==> src/rtl/multicycle_ctrl.sv <==
// Multi-cycle MIPS control FSM: FETCH/DECODE/EXEC/MEM/WB sequencing.
// Optional retired-instruction counter enabled by macro CTRL_INSTRET_EN.
module multicycle_ctrl #(
  parameter int              OP_W    = 6,
  parameter logic [OP_W-1:0] JR_FUNC = 6'b001000
) (
  input  logic            clk,
  input  logic            reset,
  input  logic [OP_W-1:0] Instruction_class,
  input  logic [OP_W-1:0] func,
  input  logic            ZERO,
  output logic            PCWrite,
  output logic            IRWrite,
  output logic [1:0]      MemtoReg,
  output logic            MemRead,
  output logic            ALU_SRC,
  output logic [3:0]      ALUop,
  output logic [1:0]      RegDst,
  output logic [1:0]      NPCop,
  output logic            RegWrite,
  output logic            EXTop,
  output logic            retire,
  output logic [31:0]     instret
);

  localparam logic [OP_W-1:0] OP_R    = 6'b000000;
  localparam logic [OP_W-1:0] OP_ORI  = 6'b001101;
  localparam logic [OP_W-1:0] OP_LW   = 6'b100011;
  localparam logic [OP_W-1:0] OP_SW   = 6'b101011;
  localparam logic [OP_W-1:0] OP_BEQ  = 6'b000100;
  localparam logic [OP_W-1:0] OP_LUI  = 6'b001111;
  localparam logic [OP_W-1:0] OP_JAL  = 6'b000011;
  localparam logic [OP_W-1:0] FN_ADDU = 6'b100001;
  localparam logic [OP_W-1:0] FN_SUBU = 6'b100011;

  typedef enum logic [2:0] {
    S_FETCH  = 3'd0,
    S_DECODE = 3'd1,
    S_EXEC   = 3'd2,
    S_MEM    = 3'd3,
    S_WB     = 3'd4
  } state_t;

  typedef enum logic [3:0] {
    C_ADDU, C_SUBU, C_ORI, C_LUI, C_LW,
    C_SW, C_BEQ, C_JR, C_JAL, C_BAD
  } cls_t;

  state_t          r_state;
  logic [OP_W-1:0] r_op;
  logic [OP_W-1:0] r_func;
  cls_t            w_cls;

  function automatic cls_t classify(
    input logic [OP_W-1:0] op,
    input logic [OP_W-1:0] fn
  );
    cls_t c;
    c = C_BAD;
    case (op)
      OP_R: begin
        if (fn == FN_ADDU)      c = C_ADDU;
        else if (fn == FN_SUBU) c = C_SUBU;
        else if (fn == JR_FUNC) c = C_JR;
        else                    c = C_BAD;
      end
      OP_ORI:  c = C_ORI;
      OP_LUI:  c = C_LUI;
      OP_LW:   c = C_LW;
      OP_SW:   c = C_SW;
      OP_BEQ:  c = C_BEQ;
      OP_JAL:  c = C_JAL;
      default: c = C_BAD;
    endcase
    return c;
  endfunction

  // DECODE sees the live splitter fields; later states use the latched copy
  assign w_cls = (r_state == S_DECODE) ? classify(Instruction_class, func)
                                       : classify(r_op, r_func);

  // State sequencing and opcode/func latch
  always_ff @(posedge clk) begin
    if (reset) begin
      r_state <= S_FETCH;
      r_op    <= '0;
      r_func  <= '0;
    end else begin
      case (r_state)
        S_FETCH: r_state <= S_DECODE;
        S_DECODE: begin
          r_op   <= Instruction_class;
          r_func <= func;
          case (w_cls)
            C_JAL:   r_state <= S_WB;
            C_BAD:   r_state <= S_FETCH;
            default: r_state <= S_EXEC;
          endcase
        end
        S_EXEC: begin
          case (w_cls)
            C_ADDU, C_SUBU, C_ORI, C_LUI: r_state <= S_WB;
            C_LW, C_SW:                   r_state <= S_MEM;
            default:                      r_state <= S_FETCH;
          endcase
        end
        S_MEM:   r_state <= (w_cls == C_LW) ? S_WB : S_FETCH;
        S_WB:    r_state <= S_FETCH;
        default: r_state <= S_FETCH;
      endcase
    end
  end

  // Control strobes; a reset cycle shows only the FETCH defaults
  always_comb begin
    PCWrite  = 1'b0;
    IRWrite  = 1'b0;
    MemtoReg = 2'd0;
    MemRead  = 1'b0;
    ALU_SRC  = 1'b0;
    ALUop    = 4'd0;
    RegDst   = 2'd0;
    NPCop    = 2'd0;
    RegWrite = 1'b0;
    EXTop    = 1'b0;
    retire   = 1'b0;
    if (reset) begin
      IRWrite = 1'b1;
    end else begin
      case (r_state)
        S_FETCH: IRWrite = 1'b1;
        S_DECODE: begin
          if (w_cls == C_BAD) begin
            PCWrite = 1'b1;
            retire  = 1'b1;
          end
        end
        S_EXEC: begin
          case (w_cls)
            C_ADDU: ALUop = 4'd0;
            C_SUBU: ALUop = 4'd1;
            C_ORI: begin
              ALU_SRC = 1'b1;
              ALUop   = 4'd2;
            end
            C_LUI: begin
              ALU_SRC = 1'b1;
              ALUop   = 4'd3;
            end
            C_LW, C_SW: begin
              ALU_SRC = 1'b1;
              EXTop   = 1'b1;
            end
            C_BEQ: begin
              ALUop   = 4'd1;
              EXTop   = 1'b1;
              PCWrite = 1'b1;
              NPCop   = ZERO ? 2'd1 : 2'd0;
              retire  = 1'b1;
            end
            C_JR: begin
              PCWrite = 1'b1;
              NPCop   = 2'd3;
              retire  = 1'b1;
            end
            default: ;
          endcase
        end
        S_MEM: begin
          if (w_cls == C_SW) begin
            MemRead = 1'b1;
            PCWrite = 1'b1;
            retire  = 1'b1;
          end
        end
        S_WB: begin
          RegWrite = 1'b1;
          PCWrite  = 1'b1;
          retire   = 1'b1;
          case (w_cls)
            C_ADDU, C_SUBU: RegDst = 2'd1;
            C_LW:           MemtoReg = 2'd1;
            C_JAL: begin
              RegDst   = 2'd2;
              MemtoReg = 2'd2;
              NPCop    = 2'd2;
            end
            default: ;
          endcase
        end
        default: ;
      endcase
    end
  end

`ifdef CTRL_INSTRET_EN
  logic [31:0] r_instret;

  // Count every retiring cycle, wrapping naturally
  always_ff @(posedge clk) begin
    if (reset)       r_instret <= 32'd0;
    else if (retire) r_instret <= r_instret + 32'd1;
  end

  assign instret = r_instret;
`else
  assign instret = 32'd0;
`endif

endmodule

==> config.mk <==
export PLATFORM = sky130hd
export DESIGN_NAME = multicycle_ctrl
export DESIGN_NICKNAME = d
export VERILOG_FILES = /design/src/rtl/multicycle_ctrl.sv
export SDC_FILE = /design/constraint.sdc
export NUM_CORES = 1
export LEC_CHECK = 0
export BUFFER_PORTS_ARGS = -buffer_cell sky130_fd_sc_hd__buf_2
export CAP_MARGIN = 20
export CORE_MARGIN = 2
export CORE_UTILIZATION = 52
export DETAILED_ROUTE_END_ITERATION = 10
export PLACE_DENSITY = 0.86
export SETUP_SLACK_MARGIN = 0.1
export SLEW_MARGIN = 20
export SYNTH_ARGS = -nofsm -noshare
export SYNTH_HDL_FRONTEND = slang
export SYNTH_SLANG_ARGS = --single-unit
==> constraint.sdc <==
create_clock -name clk -period 4.6 [get_ports clk]
set_clock_uncertainty 0.2 [all_clocks]
set_input_delay 0.23 -clock clk [delete_from_list [all_inputs] [get_ports clk]]
set_output_delay 0.23 -clock clk [all_outputs]
set_load 0.1 [all_outputs]
=== Yosys cells after proc, flatten, opt, wreduce, memory -nomap -nowiden ===
Cells that the tools add are included.

* Reduce and logical (&&, ||, !) cells: 11
* Equality and inequality tests: 31
* Muxes and demuxes: 44

{| class="wikitable"
|+ Operators with widths
! kind !! count
|-
| 4-bit one-hot mux with 7 select lines || 2
|-
| 6-bit equality test (second input constant) || 8
|-
| 6-bit by 4-bit equality test with 1-bit output (second input constant) || 6
|-
| 4-bit 2-to-1 mux || 7
|-
| 1-bit 2-to-1 mux || 17
|-
| 4-bit by 3-bit equality test with 1-bit output (second input constant) || 4
|-
| 2-bit 2-to-1 mux || 8
|-
| 2-bit one-hot mux with 2 select lines || 4
|-
| 6-bit by 2-bit equality test with 1-bit output (second input constant) || 2
|-
| 6-bit by 3-bit equality test with 1-bit output (second input constant) || 2
|-
| 6-bit logical NOT || 2
|-
| 3-bit one-hot mux with 2 select lines || 2
|-
| 3-bit one-hot mux with 4 select lines || 1
|-
| 4-bit by 2-bit equality test with 1-bit output (second input constant) || 2
|-
| 4-bit equality test (second input constant) || 2
|-
| 2-bit OR reduction || 4
|-
| 4-bit OR reduction || 2
|-
| 3-bit by 2-bit equality test with 1-bit output (second input constant) || 2
|-
| 2-bit one-hot mux with 3 select lines || 1
|-
| 4-bit by 1-bit equality test with 1-bit output (second input constant) || 1
|-
| 4-bit logical NOT || 1
|-
| 1-bit one-hot mux with 4 select lines || 1
|-
| 3-bit by 1-bit equality test with 1-bit output (second input constant) || 1
|-
| 3-bit equality test (second input constant) || 1
|-
| other kinds (3) || 3
|}

* Output and inout port bits: 49
* Word-level logic and storage cells: 89
* Input bits: 15
* Register bits after elaboration: 15

=== Depth between registers and ports, before layout ===
Gate-level depths: netlist of run 1.

* Depth in word-level cells: 11
* Depth in mapped cells: 9
* Gate-level depth less buffers: 6

=== Worst setup path before layout of run 1 ===
OpenSTA, ideal clock, no wires.

* Kind: reg-to-output
* Start point: reg r_state[1]
* End point: out MemtoReg[1]
* Required time: 4,170 ps
* Arrival time: 5,147 ps
* Buffers on the path: 0
* Stages on the path, launching flop included: 6
* Path slack: -977 ps
* Path through: dfxtp_1 nor2_1 nand2_1 nor2_1 nand2_1 nor4_1

* Word-level cells in the longest chain between the ends: 6
* Elaborated cells on any way between the ends: 8
* Those cells by class: eq/ne (4); mux (4)

{| class="wikitable"
|+ RTL lines
! what !! RTL line !! text
|-
| from (decl) || 49 || <nowiki>state_t r_state;</nowiki>
|-
| from (signal assigned) || 107 || <nowiki>S_MEM: r_state <= (w_cls == C_LW) ? S_WB : S_FETCH;</nowiki>
|-
| 3-bit by 1-bit equality test with 1-bit output || 79 || <nowiki>assign w_cls = (r_state == S_DECODE) ? classify(Instruction_class, func)</nowiki>
|-
| 4-bit 2-to-1 mux || 79 ||
|-
| 4-bit equality test or 4-bit by 3-bit equality test with 1-bit output (tied branches) || 180 || <nowiki>case (w_cls)</nowiki>
|-
| 2-bit one-hot mux with 2 select lines || 180 ||
|-
| 2-bit 2-to-1 mux * || 130 || <nowiki>case (r_state)</nowiki>
|-
| 2-bit 2-to-1 mux * || 127 || <nowiki>if (reset) begin</nowiki>
|-
| to (decl) || 14 || <nowiki>output logic [1:0] MemtoReg,</nowiki>
|}

Mark *: on every way between the ends. The rest lies on a longest branch, timed or not.

=== Worst setup path in the final report of run 1 ===
* Start point: reg r_state[0]
* End point: out ALUop[1]

* Word-level cells in the longest chain between the ends: 7
* Elaborated cells on any way between the ends: 11
* Those cells by class: eq/ne (6); mux (4); reduce/logical (1)

{| class="wikitable"
|+ RTL lines
! what !! RTL line !! text
|-
| 3-bit by 1-bit equality test with 1-bit output || 79 ||
|-
| 4-bit 2-to-1 mux || 79 ||
|-
| 4-bit by 1-bit equality test with 1-bit output or 4-bit by 3-bit equality test with 1-bit output (tied branches) || 139 || <nowiki>case (w_cls)</nowiki>
|-
| 2-bit OR reduction (no line) || n/a ||
|-
| 2-bit one-hot mux with 3 select lines || 139 ||
|-
| 2-bit 2-to-1 mux * || 130 ||
|-
| 2-bit 2-to-1 mux * || 127 ||
|-
| to (decl) || 17 || <nowiki>output logic [3:0] ALUop,</nowiki>
|}

Marks and branches as above.

==> results of run 1 <==
## cell families (layout without fill, tap and decap cells)
family                    after synthesis  in the layout  share of synthesized area, %
other                                   1             34                        0.2441
AOI/OAI and AO/OA                      44             44                         22.31
and+or+nand+nor                        96             96                         35.99
xor gates and xnor gates                2              2                         1.140
buffers and inverters                  47             37                         20.77
DFF                                    15             15                         19.54
## routing by layer
layer | vias up | share of wire, % | GRT usage, %
li1 | 722 | - | -
met1 | 662 | 44 | 26.29
met2 | 55 | 49 | 31.14
met3 | 2 | 6.4 | 4.396
met4 | 0 | 0.29 | 2.326
met5 | - | 0 | 0
## layout by cell type, fill, tap and decap left out, types with 2 or more instances in the layout
cell type	Yosys	final
buf_2	3	29
o21ai_0	3	3
dfxtp_1	15	15
clkbuf_4	0	3
xor2_1	2	2
nand2b_1	3	3
nor3_1	15	15
nand2_1	31	31
nor4_2	1	3
or2_2	4	4
nor2_1	11	11
conb_1	1	34
o211ai_1	3	3
inv_1	3	3
nand3b_1	3	3
or4b_1	2	2
nand3_1	3	3
and3b_1	2	2
a21oi_1	17	17
and4_1	2	2
a31oi_1	3	3
nor4_1	6	4
## through the flow
stage | setup slack, ns | TNS (ns) | area [um^2] | hold slack [ns]
finish | 1.209 | 0 | 1585 | 0.01333
detailed placement | 1.541 | 0 | 1549 | 0.2465
global route | 0.9350 | 0 | 1585 | 0.001619
global placement | 1.596 | 0 | 1549 | 0.2423
CTS | 1.220 | 0 | 1585 | 0.002825
floorplan | -0.9770 | -2.066 | 1673 | 0.1660
## power groups by stage
| stage | clock network [W] | logic (W) | registers (W) |
|---|---|---|---|
| floorplan | 0 | 0.000260 | 0.000150 |
| global placement | 0 | 0.000257 | 0.000154 |
| detailed placement | 0 | 0.000259 | 0.000155 |
| CTS | 0.0000784 | 0.000260 | 0.000152 |
| global route | 0.0000846 | 0.000276 | 0.000154 |
| finish | 0.0000745 | 0.000261 | 0.000152 |
## registers in the layout, summed over array words and instances (netlist names)
signal	cells
r_func	6
r_op	6
r_state	3
## cell type report
type / instances / area (um^2) / share of cell area, %
Multi-Input combinational cell: 176 / 1054 / 66.46
Inverter: 3 / 11.26 / 0.7103
Tap cell: 31 / 38.79 / 2.447
Timing Repair Buffer: 30 / 155.1 / 9.787
Clock buffer: 4 / 26.28 / 1.657
Sequential cell: 15 / 300.3 / 18.94
## what timing repair did
action	in CTS	in global routing
hold endpoints to repair	1	0
hold buffers	1	0
setup buffers	0	0
setup endpoints to repair	0	0
## critical path: stages, from the launching register on
cell,delay [ns]
dfxtp_1,0.45
nor3b_2,0.69
nand3_2,0.32
nor2b_1,0.44
o21ai_0,0.19
nor3_1,0.14
buf_2,0.45
## how the worst min path moves through the flow
stage               from         to  slack [ns]  depth (start not counted)
6_report         func[4]  r_func[4]        0.01                          3
5_1_grt          func[0]  r_func[0]       0.002                          3
4_1_cts          func[0]  r_func[0]       0.003                          3
3_5_place_dp   r_func[2]  r_func[2]        0.25                          2
3_3_place_gp   r_func[2]  r_func[2]        0.24                          2
2_1_floorplan    func[2]  r_func[2]        0.17                          2
==> impl_metrics.py, run 1 <==
metrics = {
    "logic_synthesis": {
        "ys_seq_area_share_pct": 19.54,
        "ys_top_cells_by_area": "dfxtp_1 20%, buf_4 17%, nand2_1 7.6%",
        "synth.most_common_cell": "buf_4",
        "yosysUniqueCellTypes": 55,
        "synth_warnings": 0,
        "ys_top_cells_by_count": "35 x buf_4, 31 x nand2_1, 17 x a21oi_1, 15 x dfxtp_1, 15 x nor3_1",
        "synth_ff_type": "dfxtp_1",
        "syn_area_per_cell_um2": 7.495,
        "synthArstFlopShare_pct": 0,
        "netlist_area_um2": 1536,
        "postSynthCellCount": 205,
        "yosysTopAreaCellShare_pct": 19.54,
        "synth-seq-cells": 15,
        "synth_top_area_cell": "dfxtp_1",
        "synth_edf_count": 0,
    },
    "worst_hold_path": {
        "worstHoldPathType": "input pin to flop",
    },
    "power_and_ir_drop": {
        "leakage_nw": 0.6546,
        "power.switching_w": 0.0002642,
        "powerDensity_nw_per_um2": 307.3,
        "clockPowerShare_pct": 15.3,
        "comb_power_share_pct": 53.5,
        "internal_power_w": 0.0002230,
        "seqPwrFrac_pct": 31.2,
        "switching_share_pct": 54.23,
        "max-vdd-ir-drop_mv": 0.2355,
        "fin_total_pwr_w": 0.0004872,
    },
    "sta": {
        "fmax_ghz": 0.2949,
        "slew_violations": 0,
        "slew_headroom_pct": 48.31,
        "post-route-min-period_ns": 3.391,
        "worstMarginPinSlew_ns": 0.7720,
        "rsz0062_at_grt": "no",
        "setup_viol_count_final": 0,
        "post-route-period-util_pct": 73.72,
        "finalHoldViolations": 0,
    },
    "place": {
        "place.gp.congestion": 0.8857,
        "portBuffers": 29,
        "hpwl_um": 2444,
        "place_inst": 254,
    },
    "clock_tree": {
        "h-tree-depth": 1,
        "cts_root_buf": "clkbuf_4",
        "cts_buffers": 3,
        "clk_path_buf_depth": 2,
        "cts_resized": 0,
        "path_clk_slew_ns": 0.09,
        "tritoncts": "done",
        "clock_sinks": 15,
        "clk_latency_ns": 0.28,
    },
    "layout": {
        "fillers": 290,
        "fin_util_pct": 57.00,
        "final_nets": 244,
        "drive_above_1_share_pct": 24.12,
        "syn_to_final_growth_pct": 3.176,
        "layout.cells.non_filler": 259,
        "antenna_cells": 0,
    },
    "route": {
        "routed_wl_um": 3120,
        "drtIter0Drc": 55,
        "viasPerCell": 5.564,
        "first_pass_iters": 4,
        "drc": 0,
        "wl_per_cell_um": 12.05,
        "via_count": 1441,
        "drtAntennaViolNets": 0,
    },
    "global_route": {
        "grt_antenna_before_repair": 0,
        "grt_first_pass_wirelength_um": 5223,
        "grt_pass1_vias": 1216,
        "track_usage_pct": 19.03,
        "grt_max_degree": 20,
        "grt_overflow": 0,
    },
    "floorplan": {
        "io_pins": 64,
        "start_util_pct": 55.24,
        "die_w_um": 58.36,
        "core_um2": 2781,
        "die-height_um": 58.36,
        "row_count": 19,
        "dieArea_um2": 3405,
    },
    "setup_path": {
        "startpoint_type": "flop",
        "cp.required_ns": 4.17,
        "rrSetupSlack_ns": 2.07,
        "crit_arrival_ns": 2.96,
        "crit_type": "flop to output port",
        "startpoint": "r_state[0]",
        "cp_max_fo": 14,
        "end_kind": "output port",
        "crit_end": "ALUop[1]",
        "r2r_cells": 5,
        "rr_endpoint": "r_state[0]",
        "rr_startpoint": "r_state[0]",
    },
    "flow_run": {
        "drv_cap": 0,
    },
    "outcome": {
        "status": "finished clean",
    },
}
Power figures use the tool's default switching activity.
==> run 2: changes to the inputs <==
--- a/config.mk
+++ b/config.mk
@@ -8,9 +8,9 @@
 export BUFFER_PORTS_ARGS = -buffer_cell sky130_fd_sc_hd__buf_2
 export CAP_MARGIN = 20
 export CORE_MARGIN = 2
-export CORE_UTILIZATION = 52
+export CORE_UTILIZATION = 48
 export DETAILED_ROUTE_END_ITERATION = 10
-export PLACE_DENSITY = 0.86
+export PLACE_DENSITY = 0.8
 export SETUP_SLACK_MARGIN = 0.1
 export SLEW_MARGIN = 20
 export SYNTH_ARGS = -nofsm -noshare
==> constraint.sdc (replaced) <==
create_clock -name clk -period 3.15 [get_ports clk]
set_clock_uncertainty 0.2 [all_clocks]
set_input_delay 0.1575 -clock clk [delete_from_list [all_inputs] [get_ports clk]]
set_output_delay 0.1575 -clock clk [all_outputs]
set_load 0.1 [all_outputs]
==> run 2 against run 1 <==
Critical path depth is 3 higher. Sequential share of layout area down 4.2 points. Routed wire length rose by 27%. Clock power is 58% higher. Flip-flop and latch count did not move. Non-clock buffer count rose by 15. Combinational power up 72%. First-iteration DRC count is 7.3% lower. Setup slack worse by 1.1 ns. Power rose by 62%. Register-to-register slack worse by 1.2 ns.
==> impl_metrics.py, run 2 (synthesized netlist as in run 1, its figures left out) <==
metrics = {
    "outcome": {
        "status": "finished clean",
    },
    "power_and_ir_drop": {
        "max-vdd-ir-drop_mv": 0.3060,
        "powerDensity_nw_per_um2": 385.2,
        "leakage_nw": 0.7658,
    },
    "clock_tree": {
        "h-tree-depth": 1,
        "tritoncts": "done",
        "clk_path_buf_depth": 2,
        "clock_sinks": 15,
        "cts_root_buf": "clkbuf_4",
        "clk_latency_ns": 0.30,
        "path_clk_slew_ns": 0.09,
        "cts_buffers": 3,
    },
    "layout": {
        "seqCellArea_um2": 301.5,
        "design_area_um2": 2048,
        "reg_top3": "r_func (6), r_op (6), r_state (3)",
        "multiInputGateArea_um2": 1215,
        "final_nets": 259,
        "layout_commonest_cell": "conb_1",
        "antenna_cells": 0,
        "syn_to_final_growth_pct": 33.31,
        "fillers": 260,
        "drive_above_1_share_pct": 32.92,
        "most-common-layout-cells": "34 x conb_1, 30 x nand2_1, 17 x buf_2",
    },
    "sta": {
        "slew_headroom_pct": 58.43,
        "finalHoldViolations": 0,
        "post-route-min-period_ns": 3.034,
        "post-route-period-util_pct": 96.31,
        "fmax_ghz": 0.3296,
        "rsz0062_at_grt": "yes",
        "setup_viol_count_final": 0,
        "slew_violations": 0,
        "whs_ns": 0.03194,
        "worstMarginPinSlew_ns": 0.6170,
    },
    "floorplan": {
        "die_w_um": 60.58,
        "dieArea_um2": 3669,
        "core_um2": 3053,
        "die-height_um": 60.58,
        "row_count": 20,
        "io_pins": 64,
        "start_util_pct": 50.33,
    },
    "route": {
        "via_count": 1582,
        "wl_per_cell_um": 13.82,
        "drtIter0Drc": 51,
        "drc": 0,
        "drtAntennaViolNets": 0,
        "first_pass_iters": 4,
        "viasPerCell": 5.512,
        "routed_wl_um": 3967,
    },
    "global_route": {
        "grt_max_degree": 20,
        "grt_first_pass_wirelength_um": 6265,
        "grt_overflow": 0,
        "grt_pass1_vias": 1357,
        "track_usage_pct": 22.54,
        "grt_antenna_before_repair": 0,
    },
    "worst_hold_path": {
        "hp-start": "Instruction_class[5]",
        "worstHoldPathType": "input pin to flop",
        "worst_hold_path.endpoint": "r_op[5]",
        "whs_path_depth": 3,
    },
    "setup_path": {
        "startpoint_type": "input pin",
        "end_kind": "output port",
        "cp.required_ns": 2.79,
        "rrSetupSlack_ns": 0.87,
        "r2r_cells": 6,
        "crit_arrival_ns": 2.68,
        "crit_type": "input pin to output port",
        "rr_startpoint": "r_op[3]",
        "rr_endpoint": "r_state[0]",
        "cp_max_fo": 7,
    },
    "place": {
        "place.gp.congestion": 0.9195,
        "hpwl_um": 2751,
        "portBuffers": 29,
        "dpl-instance-area_um2": 1829,
    },
    "flow_run": {
        "drv_cap": 0,
    },
}
==> run 2: timing repair <==
action                                  CTS  global route
resized for setup                         0            13
hold buffers                             11             0
buffers inserted                          0             2
endpoints found under the setup margin    0            11
endpoints found under the hold margin    11             0
==> run 2: final cells by class <==
type	count	area share, %
inverters	3	0.5498
multi-input cells	176	59.32
well taps	44	2.688
flip-flops and latches	15	14.72
clock inverters	1	0.3665
repair buffers	45	21.26
clock buffers	3	1.100
==> run 2: layer usage <==
metal	track usage (%)	vias to the layer above	wire, um
li1	-	750	-
met1	27.68	749	1522
met2	39.17	73	2119
met3	5.330	10	250
met4	6.522	0	76
met5	0	-	0
==> run 2: worst max-delay path by stage <==
stage                         startpoint        to  slack (ns)  depth (start not counted)
CTS                 Instruction_class[4]  NPCop[1]        0.11                          9
detailed placement             r_func[5]  NPCop[1]        0.46                          7
global placement                 r_op[5]  NPCop[1]        0.50                          6
finish              Instruction_class[4]     EXTop        0.12                          9
global route        Instruction_class[4]  NPCop[1]        0.03                          9
floorplan                        r_op[5]     EXTop       -0.01                          5
==> run 2: through the flow <==
step	total power (W)	TNS (ns)	instances	worst slack (ns)	util, %
after floorplan	0.0006202	-0.01236	238	-0.01236	-
after global placement	0.0006351	0	270	0.4983	59.92
after detailed placement	0.0006408	0	270	0.4583	59.92
after CTS	0.0007676	0	285	0.1074	64.51
after global routing	0.0008281	0	287	0.02904	67.09
final	0.0007889	0	287	0.1163	67.09
==> run 2: report_power, final <==
part | switching [W] | internal (W) | leakage (nW)
clock network | 0.0000693 | 0.0000484 | 0.0139
logic | 0.000345 | 0.000104 | 0.629
registers | 0.0000186 | 0.000204 | 0.123
total | 0.000433 | 0.000356 | 0.766
==> run 2: critical path, stage by stage <==
cell,delay [ns]
dlygate4sd3_1,0.55
buf_2,0.17
or4b_1,0.46
nor3_1,0.20
a311oi_2,0.10
o21a_2,0.29
buf_4,0.15
a211oi_2,0.13
buf_2,0.45
